$ cat src/rtl/alu_pkg.sv
// Shared ALU definitions: serial adder FSM state encoding and ADD/SUB opcode values.
package alu_pkg;

  typedef enum logic [1:0] {
    IDLE = 2'd0,
    RUN  = 2'd1,
    DONE = 2'd2
  } state_t;

  localparam logic OP_ADD = 1'b0;
  localparam logic OP_SUB = 1'b1;

endpackage

$ cat src/rtl/fulladd.sv
// Single-bit full adder cell, used as the time-shared bit-slice of the serial adder.
module fulladd (
  input  logic a,
  input  logic b,
  input  logic cin,
  output logic s,
  output logic cout
);

  assign s    = a ^ b ^ cin;
  assign cout = (a & b) | (cin & (a ^ b));

endmodule

$ cat src/rtl/serial_add_ctrl.sv
// Bit-serial ADD/SUB execution path: one fulladd cell walked LSB-first over WIDTH cycles,
// result and flags registered on completion with a one-cycle done pulse.
module serial_add_ctrl
  import alu_pkg::*;
#(
  parameter int WIDTH = 8
) (
  input  logic             clk,
  input  logic             rst_n,
  input  logic             start,
  input  logic             op_sub,
  input  logic [WIDTH-1:0] a,
  input  logic [WIDTH-1:0] b,
  output logic             busy,
  output logic             done,
  output logic [WIDTH-1:0] result,
  output logic             cout,
  output logic             overflow,
  output logic             zero
);

  localparam int CW = $clog2(WIDTH + 1);

  state_t           state;
  logic [WIDTH-1:0] opa;
  logic [WIDTH-1:0] opb;
  logic [WIDTH-1:0] acc;
  logic             carry;
  logic [CW-1:0]    cnt;
  logic             fa_s;
  logic             fa_co;
  logic             last;
  logic [WIDTH-1:0] acc_nxt;

  fulladd u_fa (
    .a    (opa[0]),
    .b    (opb[0]),
    .cin  (carry),
    .s    (fa_s),
    .cout (fa_co)
  );

  assign last    = (cnt == CW'(WIDTH - 1));
  assign acc_nxt = {fa_s, acc[WIDTH-1:1]};
  assign busy    = (state == RUN);
  assign done    = (state == DONE);

  always_ff @(posedge clk) begin
    if (!rst_n) begin
      state    <= IDLE;
      opa      <= '0;
      opb      <= '0;
      acc      <= '0;
      carry    <= 1'b0;
      cnt      <= '0;
      result   <= '0;
      cout     <= 1'b0;
      overflow <= 1'b0;
      zero     <= 1'b0;
    end else begin
      unique case (state)
        IDLE, DONE: begin
          state <= IDLE;
          if (start) begin
            opa   <= a;
            opb   <= (op_sub == OP_SUB) ? ~b : b;
            carry <= op_sub;
            cnt   <= '0;
            state <= RUN;
          end
        end
        RUN: begin
          opa   <= opa >> 1;
          opb   <= opb >> 1;
          acc   <= acc_nxt;
          carry <= fa_co;
          cnt   <= cnt + 1'b1;
          // On the MSB slice the live carry is the carry into the MSB, so overflow is taken here.
          if (last) begin
            state    <= DONE;
            result   <= acc_nxt;
            cout     <= fa_co;
            overflow <= carry ^ fa_co;
            zero     <= (acc_nxt == '0);
          end
        end
        default: state <= IDLE;
      endcase
    end
  end

endmodule

$ cat config.mk
export PLATFORM = sky130hd
export DESIGN_NAME = serial_add_ctrl
export DESIGN_NICKNAME = d
export VERILOG_FILES = /design/src/rtl/alu_pkg.sv /design/src/rtl/fulladd.sv /design/src/rtl/serial_add_ctrl.sv
export SDC_FILE = /design/constraint.sdc
export NUM_CORES = 1
export LEC_CHECK = 0
export BUFFER_PORTS_ARGS = -buffer_cell sky130_fd_sc_hd__buf_4
export CAP_MARGIN = 10
export CORE_MARGIN = 2
export CORE_UTILIZATION = 25
export DETAILED_ROUTE_END_ITERATION = 8
export GPL_TIMING_DRIVEN = 1
export PLACE_DENSITY = 0.4
export SYNTH_ARGS = -nofsm -noshare
export SYNTH_HDL_FRONTEND = slang
export SYNTH_SLANG_ARGS = --single-unit
export TNS_END_PERCENT = 5
$ cat constraint.sdc
create_clock -name clk -period 1.51 [get_ports clk]
set_input_delay 0.0755 -clock clk [delete_from_list [all_inputs] [get_ports clk]]
set_output_delay 0.0755 -clock clk [all_outputs]
set_load 0.02 [all_outputs]
# Word level (Yosys, flattened, before mapping)
# Cells that the tools add are included.
# word_totals
register_bits	42
# classes
bitwise_logic	7
n_eq_ne	5
n_mux	12
n_reduce_logical	6
n_addsub	1
# op_table
op	n
8-bit one-hot mux with 2 select lines	2
8-bit 2-to-1 mux	3
8-bit zero test	1
8-bit inverter	1
4-bit one-hot mux with 2 select lines	1
4-bit by 1-bit adder with 4-bit output, second input constant	1
4-bit by 3-bit equality test with 1-bit output, second input constant	1
4-bit 2-to-1 mux	1
2-bit one-hot mux with 2 select lines	1
2-bit AND reduction	2
1-bit bitwise XOR	3
1-bit AND	2
2-bit by 1-bit equality test with 1-bit output, second input constant	1
2-bit equality test, second input constant	1
2-bit zero test	1
1-bit 2-to-1 mux	2
2-bit 2-to-1 mux	1
2-bit by 1-bit != test with 1-bit output, second input constant	1
2-bit != test, second input constant	1
1-bit one-hot mux with 2 select lines	1
2-bit nonzero test	1
2-bit OR reduction	1
1-bit bitwise OR	1

# Longest topological paths before layout
# depth
depth_word	4
ltp_mapped	5

# Modules after synthesis
# From an unflattened synthesis, not the netlist that was laid out.
# hier_totals
cells_unflattened	201
area_unflattened_um2	1760.4
# modules_own_cells
module	area_each_um2	cells_each	instances
serial_add_ctrl	1740.4	200	1
fulladd	20.0	1	1

# Least setup slack after synthesis
# No wires, ideal clock.
# synth_timing
path_kind	flip-flop to flip-flop
startpoint	register carry
endpoint	register zero
synth_period_minus_slack_ns	1.488
path_buffers	0
stages_incl_launch_ff	5
slack_ns	0.022
arrival_ns	1.418
setup_time_ns	0.070
cell_sequence	dfxtp_1 -> fa_1 -> or4_1 -> nor2_1 -> o2bb2ai_1
# synth_via
elab_chain_cells	2
# synth_rtl
element	line	text
start, declared	serial_add_ctrl.sv:28	logic carry;
start signal, assigned	serial_add_ctrl.sv:67	carry <= op_sub;
start signal, assigned	serial_add_ctrl.sv:76	carry <= fa_co;
1-bit bitwise XOR	fulladd.sv:10	assign s = a ^ b ^ cin;
named net fa_s	serial_add_ctrl.sv:30	logic fa_s;
8-bit zero test	serial_add_ctrl.sv:84	zero <= (acc_nxt == '0);
end signal, assigned	serial_add_ctrl.sv:84	
end, declared	serial_add_ctrl.sv:19	output logic zero
# The timed path passes the listed nets, and every way through them passes these cells.
# A chain may end at the register's enable or synchronous reset.

# Worst setup path in the final report
# layout_timing
startpoint	register opa[0]
endpoint	register zero
# layout_via
elab_chain_cells	3
# layout_rtl
element	line	text
start, declared	serial_add_ctrl.sv:25	logic [WIDTH-1:0] opa;
start signal, assigned	serial_add_ctrl.sv:73	opa <= opa >> 1;
1-bit bitwise XOR (2 in a row)	fulladd.sv:10	
named net fa_s	serial_add_ctrl.sv:30	
8-bit zero test	serial_add_ctrl.sv:84	
# The timed path passes the listed nets, and every way through them passes these cells.

==> metrics <==
Hold Startpoint a[7]; final setup violating endpoints 0; Initial Util 0.256; hold slack 0.0273 ns; clock root cell clkbuf_8; top cell type by total area after synthesis dfxtp_1; ratio of final minimum period to clock period 0.995; Final Hold Violating Endpoints 0; worst endpoint required time 1.73 ns; DP Area 2210 um2; Syn Inst Count 198; Tmin final 1.50 ns; Leak Pwr 0.913 nW; Die Ht 89.7 um; yosys warns 0; outcome completed; top post-synthesis cells by count dfxtp_1 (41), nand2_1 (36), a21boi_1 (25); antenna cell count 0; Clock Latency Late Sink 0.29 ns; drt total wl 4.18 mm; clock-pin transition on the worst setup and hold timing paths 0.08 ns; share of cells above drive strength 1 0.251; largest net degree at the start of global routing 39; CP Cell Sequence fa_1, or4_1, nor2_1, o2bb2ai_1; CP peak stage delay 0.48 ns; pre-CTS setup slack -0.00674 ns; clk sink count 41; GP Congestion 0.700; sequential cell area 823 um2; top-area cell type share of the netlist area 0.447; Mapped Avg Cell Area 9.27 um2; sequential area share after synthesis 0.447; # fillers 765; Final Instance Count excl. Fillers 334; PwrDens 935 nW/um2; Max Clk Rate 666 MHz; # DRC 0; overall power 2.15 mW; vias post-DR 1463; Routed Antenna Nets 0; worst hold path class in -> reg; Critical Path AT 1.73 ns; ranking of synthesized cells by area dfxtp_1 (45%), a21boi_1 (10%), nand2_1 (7.4%); Crit. Startpoint opa[0]; Final nets 256; initial antenna violation count 0; width of the chip 89.7 um; crit path max fanout 2; setup TNS 0 ns; buffers added on ports 32; wire per inst 12.5 um; crit start category register; DRT iter0 DRCs 53; CP endpoint kind register; met3 WL 173 um; Site Rows 31; top_reg_cell synth dfxtp_1; critical path class reg -> reg; worst reg2reg path depth 4; skew final 0.00569 ns; worst r2r src opa[0]; first-pass GRT wire length 7.12 mm; cts hold-fix bufs 0; met2 wire length 1.78 mm; RSZ-0062 raised after global routing yes; Mapped Area 1840 um2; CTS Buf Count 5; Tot GR Track Use 0.116; design area 2290 um2; Critical-path top delay cell fa_1; Post-DP HPWL 2.89 mm; top routing layer used met4; die area 8040 um2; count leader, synth dfxtp_1; FF+latch count, synth 41; Area growth, synth to finish 24.9%; Max transition margin 0.750; Via density 4.38; placed insts 326; Clock Path Buffers 2; syn nets 220; hold path depth 3; Max VDD drop 378 uV; worst slew pin tran 0.375 ns; Synth cell types 32; I/O pin cnt 33; M1 wire length 2.19 mm; max cap viols 0; Slew Viols, Final 0; CTS tree done; DR pass1 iterations 4; Remaining Overflow, GRT 0; Final WS setup 0.00741 ns; asr flop ratio synth 0; EDFF count, synth 0; H-tree levels 2; Final Core Density 0.320; area of the multi-input gates 910 um2; Core Box Area 7180 um2; vias in the first global route 1478
[worst paths after layout]
check / to / slack (ns)
worst min register to register: result[5] / 0.46
worst max register to register: zero / 0.007
worst max-delay path: zero / 0.007
worst min-delay path: opa[7] / 0.03
[logic make-up after synthesis]
family                     count (synthesis)  share of synthesized area
and+or+nand+nor                           71                      0.184
AOI/OAI and AO/OA                         47                      0.190
DFF                                       41                      0.447
buffers and inverters                     17                     0.0573
muxes                                     11                     0.0607
xor gates and xnor gates                   9                     0.0429
adders and majority gates                  2                     0.0177
[where the power goes]
group	switching (mW)	total [mW]	internal, mW
sequential	0.0274	1.15	1.12
combinational	0.155	0.300	0.146
clock	0.374	0.694	0.321
[worst max-delay path: cells and delay by family (launching register included)]
kind,cells,cell delay [ns]
AO/OA/AOI/OAI,1,0.11
flip-flops,1,0.33
AND/OR/NAND/NOR,2,0.51
adder cells (fa/ha/maj),1,0.48
[registers in the layout, indices dropped and copies added, names as in the netlist]
| register | flops |
|---|---|
| carry | 1 |
| opb | 8 |
| state | 2 |
| result | 8 |
| zero | 1 |
| acc | 7 |
| overflow | 1 |
| cnt | 4 |
| opa | 8 |
| cout | 1 |
[layout make-up]
cell class                 count  share of cell area
clock inverter                 2             0.00436
multi-input combinational    140               0.397
inverter                       1             0.00164
tap                           99              0.0540
timing repair buffer          45               0.153
clock buffer                   6              0.0316
sequential                    41               0.359
[layout by cell type (no fill, tap or decap), types with 2 or more instances in the layout]
master	netlist	routed
mux2i_1	10	10
nand2b_1	2	2
clkinv_2	0	2
clkbuf_8	0	5
o21a_1	2	2
nand2_1	36	36
nor2_1	2	2
dfxtp_1	41	39
and3_1	2	2
nor2b_1	3	3
a21boi_1	25	25
dfxtp_2	0	2
nand3_1	20	20
a21oi_1	2	2
xor2_1	8	8
a22oi_1	15	15
buf_4	4	44
[layer usage]
metal  GRT usage  vias to the layer above
met5           0                        -
met4      0.0366                        0
met3      0.0338                        5
met2       0.181                       32
met1       0.154                      665
li1            -                      761
[timing repair]
action,in CTS,in global routing
setup buffers,0,0
endpoints found under the setup margin,1,1
resized for setup,1,1
pin swaps,2,0
(Power assumes the default switching activity.)
